<file path="config.mk">
export PLATFORM = sky130hd
export DESIGN_NAME = hex_scan_display
export DESIGN_NICKNAME = d
export VERILOG_FILES = /design/src/rtl/hex_scan_display.sv
export SDC_FILE = /design/constraint.sdc
export NUM_CORES = 1
export LEC_CHECK = 0
export ABC_AREA = 1
export BUFFER_PORTS_ARGS = -buffer_cell sky130_fd_sc_hd__clkbuf_2
export CAP_MARGIN = 40
export CELL_PAD_IN_SITES_DETAIL_PLACEMENT = 0
export CELL_PAD_IN_SITES_GLOBAL_PLACEMENT = 1
export CORE_ASPECT_RATIO = 1.1
export CORE_UTILIZATION = 46
export DETAILED_ROUTE_END_ITERATION = 7
export HOLD_SLACK_MARGIN = 0.15
export PLACE_DENSITY_LB_ADDON = 0.1
export SLEW_MARGIN = 20
export SYNTH_ARGS = -nofsm -noshare
export SYNTH_HDL_FRONTEND = slang
export SYNTH_SLANG_ARGS = --single-unit
</file>
<file path="constraint.sdc">
create_clock -name SYS_clk_50 -period 5.2 [get_ports SYS_clk_50]
set_input_delay 1.04 -clock SYS_clk_50 [delete_from_list [all_inputs] [get_ports SYS_clk_50]]
set_output_delay 1.04 -clock SYS_clk_50 [all_outputs]
set_load 0.01 [all_outputs]
</file>
<file path="src/rtl/hex_scan_display.sv">
// Time-multiplexed 8-digit 7-segment driver for the pipeline debug word and PC.
// A per-frame snapshot keeps the display tear-free; a sticky exception flag blinks the whole display.
module hex_scan_display #(
    parameter int SCAN_DIV     = 50000,
    parameter int BLINK_FRAMES = 125
) (
    input  logic        SYS_clk_50,
    input  logic        SYS_reset,
    input  logic [31:0] DISP_value,
    input  logic [7:0]  DISP_pc,
    input  logic        DISP_mode,
    input  logic        DISP_lz_blank,
    input  logic        DISP_stall,
    input  logic        DISP_pc_invalid,
    input  logic        DISP_exception,
    input  logic        DISP_clear,
    output logic [7:0]  HEX_an,
    output logic [6:0]  HEX_seg,
    output logic        HEX_dp,
    output logic        DISP_frame
);

    localparam int DIV_W = (SCAN_DIV > 1) ? $clog2(SCAN_DIV) : 1;
    localparam int FR_W  = (BLINK_FRAMES > 1) ? $clog2(BLINK_FRAMES) : 1;

    logic [DIV_W-1:0] div_cnt;
    logic [2:0]       idx;
    logic [FR_W-1:0]  frame_cnt;
    logic             blink_phase;
    logic             sticky;
    logic [31:0]      shadow;
    logic             mode_snap;
    logic             lz_snap;
    logic             stall_snap;
    logic             pc_invalid_snap;

    logic             tc;
    logic             frame_end;
    logic [31:0]      mapped;

    assign tc        = (div_cnt == DIV_W'(SCAN_DIV - 1));
    assign frame_end = tc && (idx == 3'd7);
    // Mode 1 packs PC into digits 7..6; digits 5..4 carry zeros and are forced blank below.
    assign mapped    = DISP_mode ? {DISP_pc, 8'h00, DISP_value[15:0]} : DISP_value;

    always_ff @(posedge SYS_clk_50 or negedge SYS_reset) begin
        if (!SYS_reset) begin
            div_cnt     <= '0;
            idx         <= 3'd0;
            frame_cnt   <= '0;
            blink_phase <= 1'b0;
        end else begin
            if (tc) begin
                div_cnt <= '0;
                idx     <= idx + 3'd1;
            end else begin
                div_cnt <= div_cnt + 1'b1;
            end
            if (frame_end) begin
                if (frame_cnt == FR_W'(BLINK_FRAMES - 1)) begin
                    frame_cnt   <= '0;
                    blink_phase <= ~blink_phase;
                end else begin
                    frame_cnt <= frame_cnt + 1'b1;
                end
            end
        end
    end

    always_ff @(posedge SYS_clk_50 or negedge SYS_reset) begin
        if (!SYS_reset) begin
            shadow          <= 32'h0;
            mode_snap       <= 1'b0;
            lz_snap         <= 1'b0;
            stall_snap      <= 1'b0;
            pc_invalid_snap <= 1'b0;
            DISP_frame      <= 1'b0;
        end else begin
            DISP_frame <= frame_end;
            if (frame_end) begin
                shadow          <= mapped;
                mode_snap       <= DISP_mode;
                lz_snap         <= DISP_lz_blank;
                stall_snap      <= DISP_stall;
                pc_invalid_snap <= DISP_pc_invalid;
            end
        end
    end

    // Set has priority over clear so an exception coinciding with a clear is never lost.
    always_ff @(posedge SYS_clk_50 or negedge SYS_reset) begin
        if (!SYS_reset) begin
            sticky <= 1'b0;
        end else if (DISP_exception) begin
            sticky <= 1'b1;
        end else if (DISP_clear) begin
            sticky <= 1'b0;
        end
    end

    function automatic logic [6:0] hex_encode(input logic [3:0] nib);
        logic [6:0] seg;
        case (nib)
            4'h0: seg = 7'h40;
            4'h1: seg = 7'h79;
            4'h2: seg = 7'h24;
            4'h3: seg = 7'h30;
            4'h4: seg = 7'h19;
            4'h5: seg = 7'h12;
            4'h6: seg = 7'h02;
            4'h7: seg = 7'h78;
            4'h8: seg = 7'h00;
            4'h9: seg = 7'h10;
            4'hA: seg = 7'h08;
            4'hB: seg = 7'h03;
            4'hC: seg = 7'h46;
            4'hD: seg = 7'h21;
            4'hE: seg = 7'h06;
            default: seg = 7'h0E;
        endcase
        return seg;
    endfunction

    logic [3:0] nibble;
    logic       digit_blank;
    logic       rest_zero;
    logic       protect;
    logic       blink_now;
    logic       dp_raw;
    int         top;

    always_comb begin
        nibble    = shadow[{idx, 2'b00} +: 4];
        blink_now = sticky && blink_phase;
        // Leading zeros are judged within the digit's own group: all 8 digits, or PC (7..6) / value (3..0).
        top       = (mode_snap && idx <= 3'd3) ? 3 : 7;
        protect   = (idx == 3'd0) || (mode_snap && idx == 3'd6);
        rest_zero = 1'b1;
        for (int j = 0; j < 8; j++) begin
            if (j >= int'(idx) && j <= top && shadow[4*j +: 4] != 4'h0) begin
                rest_zero = 1'b0;
            end
        end
        digit_blank = (mode_snap && (idx == 3'd4 || idx == 3'd5)) ||
                      (lz_snap && !protect && rest_zero);
        case (idx)
            3'd0:    dp_raw = ~stall_snap;
            3'd1:    dp_raw = ~pc_invalid_snap;
            default: dp_raw = 1'b1;
        endcase
    end

    // Anode stays driven for blank digits so every digit gets identical on-time.
    always_ff @(posedge SYS_clk_50 or negedge SYS_reset) begin
        if (!SYS_reset) begin
            HEX_an  <= 8'hFF;
            HEX_seg <= 7'h7F;
            HEX_dp  <= 1'b1;
        end else begin
            HEX_an  <= ~(8'b1 << idx);
            HEX_seg <= (blink_now || digit_blank) ? 7'h7F : hex_encode(nibble);
            HEX_dp  <= blink_now ? 1'b1 : dp_raw;
        end
    end

endmodule
</file>
==> results.md, run 1 <==
- Drt wl/cell: 13.27 um
- Top-count cell post-synth: nand2_1
- Sequential fraction of the synthesis area: 46.23%
- Area growth syn-to-layout: 12.69%
- Largest net degree at the start of global routing: 47
- CP max-delay cell: dfrtp_1
- Async set-reset flop share out of synthesis: 100.0%
- CORE AREA: 0.009351 mm^2
- Vias: 3681
- Gp weighted congestion: 0.8645
- Internal reg-to-reg setup slack: 2640 ps
- Die height: 104.9 um
- Max-Cap Viols: 0
- # H-tree levels: 3
- Peak VDD IR: 0.1110 mV
- Share of the synthesized area in the top cell type: 36.73%
- R2r endpoint: shadow[18]
- Postcts setup bufs: 0
- Tot GR Track Use: 21.59%
- CTS Root Cell: clkbuf_8
- Final setup fails: 0
- Synth warn: 0
- I/O pins: 65
- Vias per cell: 4.961
- Vias in the first global route: 3546
- RSZ-0062 raised after global routing: false
- Max incr delay on CP: 830 ps
- Synth cell types: 34
- Syn Area/Cell: 7.950 um^2
- CP Capture Point: shadow[18]
- CTS Sinks: 81
- Critical path launch point type: flip-flop
- Crit Path Max Fanout: 36
- Fraction of layout cells with a size suffix above 1: 20.16%
- Worst R2R Start: idx[0]
- DRC: 0
- Synth area leader: dfrtp_1
- HPWL after detailed placement: 7426 um
- Synth top area cells: dfrtp_1 37%, nand2_1 16%, dfstp_2 9.5%, nand3_1 5.3%, inv_1 4.7%
- Power per cell area: 217.1 mW/mm^2
- HP Class: reg -> reg
- CP top delay family: flip-flops
- Reg2Reg Depth: 8
- First-pass GRT wire length: 16690 um
- Crit path time final: 2558 ps
- Initial DRC Count: 137
- Gate Count Post-Synth: 557
- Synth Flop Type: dfrtp_1
- Hold-fix buffers at CTS: 0
- Post_cts resized: 0
- Buf+Inv Stages, Crit Path: 2
- Critical Path RT: 5480 ps
- Antenna diode count: 0
- Hold Fails Final Rpt: 0
- Skew final: 14.58 ps
- Yosys reg bits: 81
- Crit Path Class: reg -> reg
- Std cell rows: 37
- Final Cycle Share: 49.20%
- Setup crit start: idx[0]
- Starting Density: 47.35%
- Maximum clock frequency: 390.9 MHz
- Final Util: 53.36%
- Max clock buf depth: 2
- Clk slew on worst S/H paths: 80 ps
- Die Area: 0.01002 mm^2
- Slew @ Worst Pin: 738.8 ps
- CTS tree: built
- Top cells by count, synth: 187 x nand2_1, 65 x dfrtp_1, 55 x inv_1
- Final setup TNS: 0 ps
- CP Cell Sequence: ha_1 -> ha_1 -> inv_1 -> nor2_8 -> inv_4 -> nor2_8 -> nand2_1 -> o21ai_1
- Slew headroom: 50.75%
- Overflow after GRT: 0
- Final WS setup: 2642 ps
- Worst hold slack: 460.0 ps
- Clock Latency Late Sink: 360 ps
- Pre-CTS setup slack: 2663 ps
- Post-Syn Nets: 620
- Pleak: 0.002640 uW
- Drt total wl: 9843 um
- PortBufs: 64
- Run status: complete, no violations
- Worst EP arrival: 2840 ps
- Mapped cell area: 0.004428 mm^2
- Post-route ant nets: 0
- Slew Viols, Final: 0
- Final nets: 683
- Clock buffers created by TritonCTS: 9
- Post-synth EDFFs: 0
- DR pass1 iterations: 5
- CP Capture Type: flip-flop
- Initial antenna violation count: 0
- Tot Pwr: 1083 uW
- WP depth: 8
- Die X: 95.55 um
## layout make-up
cell class              count  area (um^2)
clock buffers              13        148.9
clock inverters             3        18.77
fillers                   924         4362
inverters                  61        231.5
multi-input cells         402         2047
flip-flops and latches     81         2047
well taps                 117        146.4
repair buffers             65        350.3
## kinds of logic after synthesis
family / synth area share, %
multiplexers: 1.808
adder cells (fa/ha/maj): 4.238
XOR/XNOR: 1.978
AO/OA/AOI/OAI: 6.160
buffers and inverters: 7.544
flip-flops: 46.23
AND/OR/NAND/NOR: 32.04
## per-layer routing
layer	vias to the layer above	share of wire (%)	track usage (%)
li1	1879	-	-
met2	84	46	33.98
met4	0	1.2	5.544
met1	1708	48	30.16
met5	-	0	0
met3	10	4.6	4.440
## sequential cells by signal, summed over array words and instances (netlist names), 3 cells and up
name / cells
frame_cnt: 7
HEX_an: 8
shadow: 32
HEX_seg: 7
idx: 3
div_cnt: 16
## power by group
| part | switching, uW | leakage, uW | internal [uW] |
|---|---|---|---|
| Combinational | 23.4 | 0.00168 | 18.4 |
| Sequential | 0.721 | 0.000872 | 631 |
| Clock | 223 | 0.0000840 | 187 |
| Total | 247 | 0.00264 | 836 |
## metrics by stage
step / instance area, um^2 / std cells
2_1_floorplan: 4428 / 557
6_report: 4990 / 742
4_1_cts: 4990 / 742
5_1_grt: 4990 / 742
3_5_place_dp: 4822 / 726
3_3_place_gp: 4795 / 725
## placed cells by master, fill, tap and decap left out
cell,count
inv_2,5
o21ai_2,8
a21oi_1,10
nor2_2,3
nor2_8,2
or2_2,1
inv_1,55
a21oi_2,1
nand3_4,1
nand2_2,4
clkbuf_1,3
dfstp_2,16
clkbuf_8,10
nor3_1,9
nor2_4,4
mux2i_1,8
a21boi_2,1
nand3b_1,2
inv_4,2
ha_1,15
xnor2_1,1
clkinv_2,1
buf_4,1
xor2_1,9
nor2_1,52
clkbuf_2,63
nand2_4,1
nand2_1,187
nand3_1,47
buf_16,1
clkinvlp_4,1
o21ai_1,4
o21bai_1,1
nor4_1,1
nand4_1,9
o21ai_0,21
dfrtp_1,65
## how the worst min path moves through the flow
stage | start | endpoint | slack [ps] | depth (start not counted)
global route | div_cnt[0] | div_cnt[0] | 490 | 1
CTS | div_cnt[0] | div_cnt[0] | 470 | 1
global placement | div_cnt[0] | div_cnt[0] | 440 | 1
detailed placement | div_cnt[0] | div_cnt[0] | 460 | 1
finish | div_cnt[0] | div_cnt[0] | 460 | 1
floorplan | pc_invalid_snap | HEX_dp | 400 | 1
## worst reg2reg max path, delay by kind of cell (launching register included)
kind | cells | cell delay [ps]
AND/OR/NAND/NOR | 3 | 720
flip-flops | 1 | 830
adder cells (fa/ha/maj) | 2 | 450
buffers and inverters | 2 | 420
AO/OA/AOI/OAI | 1 | 70
Power figures use the tool's default switching activity.
==> run 2, diff against run 1 <==
Settings changed: CORE_UTILIZATION 46 to 38.
Clock period 5.2 ns to 2.1 ns, I/O delays scaled along.
==> run 2 against run 1 <==
  * Clock skew fell by 7.1 ps
  * Non-clock buffer count increased by 9
  * First-iteration DRC count rose by 38%
  * Critical path type unchanged
  * Largest cell class is now multi-input combinational cells
==> results.md, run 2 (synthesis results as in run 1) <==
- Run status: complete, no violations
- Starting Density: 39.85% (-7.5 points)
- Final nets: 692 (+1.3%)
- Post-route ant nets: 0 (unchanged)
- Crit path time final: 1822 ps (-736.9 ps)
- Multi-input logic area: 0.002049 mm^2 (+0.12%)
- DRC: 0 (unchanged)
- Largest registers: shadow: 32 flops, div_cnt: 16 flops, HEX_an: 8 flops
- Area growth syn-to-layout: 19.10%
- Placed cell areas: 0.004925 mm^2 (+2.1%)
- Post-route design area: 0.005274 mm^2 (+5.7%)
- Power per cell area: 640.7 mW/mm^2 (+200%)
- Initial antenna violation count: 0 (unchanged)
- Vias per cell: 4.714 (-5.0%)
- Crit Path Max Fanout: 16 (-56%)
- Critical Path RT: 2350 ps (-3130 ps)
- HP Class: in -> reg
- Slew @ Worst Pin: 498.8 ps (-240.0 ps)
- Slew Viols, Final: 0 (unchanged)
- Max reg flops: 32 (unchanged)
- Pleak: 0.002762 uW (+4.6%)
- Vias in the first global route: 3440 (-3.0%)
- Vias: 3682 (+0.027%)
- Antenna diode count: 0 (unchanged)
- Die height: 115.2 um (+9.8%)
- HPWL after detailed placement: 7750 um (+4.4%)
- RSZ-0062 raised after global routing: false
- Die X: 104.9 um (+9.8%)
- Worst EP arrival: 2080 ps (-760 ps)
- Critical path launch point type: flip-flop
- Clock buffers created by TritonCTS: 9 (unchanged)
- Clk slew on worst S/H paths: 60 ps (-20 ps)
- Peak VDD IR: 0.3464 mV (+210%)
- Register area: 0.002048 mm^2 (about the same)
- Std cell rows: 40 (+8.1%)
- DR pass1 iterations: 4 (-1)
- Overflow after GRT: 0 (unchanged)
- CTS Root Cell: clkbuf_16
- Drt wl/cell: 12.91 um (-2.7%)
- PortBufs: 64 (unchanged)
- Largest net degree at the start of global routing: 34 (-28%)
- Hold Fails Final Rpt: 0 (unchanged)
- Reg with most FFs: shadow
- CP Capture Type: flip-flop
- Gp weighted congestion: 0.8033 (-7.1%)
- Commonest non-fill, non-tap cell in the layout: nand2_1
- Drt total wl: 10080 um (+2.4%)
- Max-Cap Viols: 0 (unchanged)
- Crit Path Class: reg -> reg
- Postcts setup bufs: 0 (unchanged)
- Max clock buf depth: 2 (unchanged)
- Fillers: 1169 (+27%)
- Die Area: 0.01209 mm^2 (+21%)
- Final setup fails: 0 (unchanged)
- # H-tree levels: 3 (unchanged)
- Clock Latency Late Sink: 340 ps (-20 ps)
- Skew final: 7.501 ps (-7.078 ps)
- I/O pins: 65 (unchanged)
- Slew headroom: 66.44% (+16 points)
- Most frequent cells in the layout: 187 x nand2_1, 64 x dfrtp_1, 63 x clkbuf_2, 55 x inv_1, 51 x nor2_1
- CORE AREA: 0.01111 mm^2 (+19%)
- CTS Sinks: 81 (unchanged)
- Maximum clock frequency: 549.0 MHz (+40%)
- Cells after DPL: 764 (+5.2%)
- Initial DRC Count: 189 (+38%)
- Final Util: 47.47% (-5.9 points)
- Final setup TNS: 0 ps (unchanged)
- CTS tree: built
- Tot GR Track Use: 18.00% (-3.6 points)
- Final Cycle Share: 86.74% (+38 points)
- Fraction of layout cells with a size suffix above 1: 21.77% (+1.6 points)
- Non-Filler Instances: 781 (+5.3%)
- First-pass GRT wire length: 16790 um (+0.62%)
[run 2: routing by layer]
metal	GRT usage, %	vias to the layer above	part of all wire [%]
li1	-	1899	-
met4	6.479	0	1.5
met5	0	-	0
met3	3.345	8	2.8
met2	29.58	46	47
met1	23.94	1729	48
[run 2: report_power, final]
part	switching [uW]	internal (uW)
clock	613	1100
combinational	56.9	46.3
sequential	1.63	1560
total	672	2710
[run 2: metrics by stage]
step                      worst slack [ps]  hold slack, ps  total power, uW
after CTS                            119.2           254.0             3431
final                                278.4           271.1             3379
after floorplan                      362.0           124.4             1614
after global routing                 78.98           283.7             3509
after global placement               169.6           402.3             1697
after detailed placement             125.2           397.4             1699
[run 2: layout make-up]
class,instances,share of cell area [%]
Timing Repair Buffer,74,8.066
Tap cell,147,3.488
Inverter,61,4.389
Multi-Input combinational cell,402,38.86
Clock buffer,13,5.552
Clock inverter,3,0.8066
Sequential cell,81,38.84
[run 2: path summary, 6_finish.rpt]
kind | from | endpoint | slack [ps] | cells past startpoint
worst max-delay path | idx[0] | HEX_seg[3] | 280 | 13
worst min-delay path | DISP_clear | sticky | 270 | 2
worst max register to register | idx[0] | HEX_seg[3] | 280 | 13
worst min register to register | pc_invalid_snap | HEX_dp | 450 | 1
max in group asynchronous | SYS_reset | shadow[15] | 900 | 3
min in group asynchronous | SYS_reset | div_cnt[2] | 580 | 2
[run 2: worst max-delay path, cell delays in order, from the launching register on]
cell and delay [ps]:
dfrtp_1 410, inv_2 240, nand2_1 90, nand2_1 80, nand2_1 50, nand2_1 80
nand2_1 50, nand2_1 90, inv_1 80, ha_1 250, inv_1 90, nand2_1 50
nand3_1 80, nand3_1 80
[run 2: timing repair]
item                       4_1_cts  5_1_grt
hold endpoints to repair        19        0
resized for setup                0        2
hold buffers                     1        0
setup endpoints to repair        0        3
==> run 3, diff against run 2 <==
Settings changed: RECOVER_POWER from default to 50.
==> run 3 against run 2 <==
  * Non-clock buffer count is the same
  * Flip-flop and latch count is the same
  * Die area unchanged
  * Clock-buffer cell count unchanged
  * Register-to-register slack is essentially flat
  * Final area decreased by 0.36%
  * Maximum frequency down 0.33%
  * Total power about the same
  * Utilization shrank 0.17 points
  * Clock power barely moved
  * Via count grew 0.11%
  * Setup slack lost 6.1 ps
  * Critical endpoint is now HEX_seg[1]
  * Largest cell class unchanged
==> results.md, run 3 (synthesis results as in run 1) <==
- CP Capture Point: HEX_seg[1]
- Die height: 115.2 um (unchanged)
- # H-tree levels: 3 (unchanged)
- PortBufs: 64 (unchanged)
- Initial DRC Count: 186 (-1.6%)
- HPWL after detailed placement: 7750 um (unchanged)
- First-pass GRT wire length: 16790 um (unchanged)
- Crit path time final: 1828 ps (+6.066 ps)
- Starting Density: 39.85% (unchanged)
- HP Class: in -> reg
- RSZ-0062 raised after global routing: false
- Clock buffers created by TritonCTS: 9 (unchanged)
- Critical Path RT: 2360 ps (about the same)
- Clk slew on worst S/H paths: 60 ps (about the same)
- Peak VDD IR: 0.3467 mV (about the same)
- CP Capture Type: flip-flop
- CTS tree: built
- DR pass1 iterations: 4 (unchanged)
- Max reg flops: 32 (unchanged)
- Vias per cell: 4.720 (+0.11%)
- CORE AREA: 0.01111 mm^2 (unchanged)
- Antenna diode count: 0 (unchanged)
- Reg with most FFs: shadow
- Worst hold slack: 270.8 ps (-0.3860 ps)
- Die Area: 0.01209 mm^2 (unchanged)
- Crit Path Class: reg -> reg
- CTS Sinks: 81 (unchanged)
- Overflow after GRT: 0 (unchanged)
- Post-route design area: 0.005255 mm^2 (-0.36%)
- Setup crit start: idx[0]
- Placed cell areas: 0.004925 mm^2 (unchanged)
- Cells after DPL: 764 (unchanged)
- Net switching power: 673.4 uW (+0.25%)
- Internal reg-to-reg setup slack: 270 ps (about the same)
- Clock Latency Late Sink: 340 ps (about the same)
- Worst R2R Start: idx[0]
- Final setup TNS: 0 ps (unchanged)
- Crit Path Max Fanout: 16 (unchanged)
- Combinational power share: 2.9% (-0.2 points)
- Sequential Power Share: 46.4% (about the same)
- Final Cycle Share: 87.03% (+0.29 points)
- Final setup fails: 0 (unchanged)
- R2r endpoint: HEX_seg[1]
- Max clock buf depth: 2 (unchanged)
- Power per cell area: 642.5 mW/mm^2 (+0.29%)
- Clock share of power: 50.7% (about the same)
- Vias: 3686 (+0.11%)
- Gp weighted congestion: 0.8033 (unchanged)
- Worst EP arrival: 2090 ps (about the same)
- CTS Root Cell: clkbuf_16
- Final nets: 692 (unchanged)
- Postcts setup bufs: 0 (unchanged)
- Max-Cap Viols: 0 (unchanged)
- Fraction of layout cells with a size suffix above 1: 21.45% (-0.32 points)
- Commonest non-fill, non-tap cell in the layout: nand2_1
- Maximum clock frequency: 547.1 MHz (-0.33%)
- Drt wl/cell: 12.97 um (+0.47%)
- Hold Fails Final Rpt: 0 (unchanged)
- Final WS setup: 272.3 ps (-6.066 ps)
- Most frequent cells in the layout: 187 x nand2_1, 64 x dfrtp_1, 64 x clkbuf_2, 56 x inv_1, 51 x nor2_1
- Area growth syn-to-layout: 18.68%
- Slew @ Worst Pin: 818.9 ps (+320.1 ps)
- Internal power: 2703 uW (-0.14%)
- Slew Viols, Final: 0 (unchanged)
- Tot GR Track Use: 18.00% (unchanged)
- Largest registers: shadow: 32 flops, div_cnt: 16 flops, HEX_an: 8 flops
- Reg2Reg Depth: 10 (-3)
- Switch share: 19.94% (+0.063 points)
- Skew final: 7.260 ps (-0.2410 ps)
- Std cell rows: 40 (unchanged)
- Post-route ant nets: 0 (unchanged)
- Run status: complete, no violations
- Drt total wl: 10130 um (+0.47%)
- Pre-CTS setup slack: 125.2 ps (unchanged)
- Die X: 104.9 um (unchanged)
- I/O pins: 65 (unchanged)
- Vias in the first global route: 3440 (unchanged)
- Slew headroom: 45.41% (-21 points)
- Pleak: 0.002755 uW (-0.26%)
- Critical path launch point type: flip-flop
- Initial antenna violation count: 0 (unchanged)
- DRC: 0 (unchanged)
- Non-Filler Instances: 781 (unchanged)
- Largest net degree at the start of global routing: 34 (unchanged)
==> run 3: critical path: stages (launching register included) <==
cell,delay (ps)
dfrtp_1,410
inv_2,240
nand2_1,90
nand3_1,110
nand3_1,90
nor2_2,270
ha_1,290
nand2_1,80
nand2_1,50
nand2_1,60
nand2_1,50
==> run 3: area by class of cell <==
type	instances	area (um^2)
clock buffers	13	292.8
clock inverters	3	42.54
fillers	1170	5856
inverters	61	231.5
multi-input cells	402	2049
flip-flops and latches	81	2048
well taps	147	183.9
repair buffers	74	406.6
==> run 3: repair_timing <==
| action | CTS | global route |
|---|---|---|
| hold buffers | 1 | 0 |
| resized for setup | 0 | 2 |
| hold endpoints to repair | 19 | 0 |
| setup endpoints to repair | 0 | 3 |
==> run 3: worst min-delay path by stage <==
stage                    start              end  slack [ps]  cells after the start
floorplan            SYS_reset       DISP_frame         120                      0
global placement     SYS_reset  pc_invalid_snap         400                      1
detailed placement   SYS_reset  pc_invalid_snap         400                      1
CTS                 DISP_clear           sticky         250                      2
global route        DISP_clear           sticky         280                      2
finish              DISP_clear           sticky         270                      2
==> run 3: per-stage QoR <==
stage                     power [uW]  util, %
after floorplan                 1614        -
after global placement          1697    44.32
after detailed placement        1699    44.32
after CTS                       3431    47.43
after global routing            3505    47.30
final                           3377    47.30
==> run 3: layer usage <==
metal	track usage, %	part of all wire [%]	routed length, um
met1	23.94	48	4899
met2	29.58	47	4789
met3	3.345	2.9	292
met4	6.479	1.5	147
met5	0	0	0
==> run 3: power groups by stage <==
stage                     sequential [uW]  combinational (uW)  clock (uW)
after floorplan                      1590                21.0           0
after global placement               1590                 104           0
after detailed placement             1590                 105           0
after CTS                            1570                 107        1760
after global routing                 1570                 114        1830
final                                1570                98.8        1710
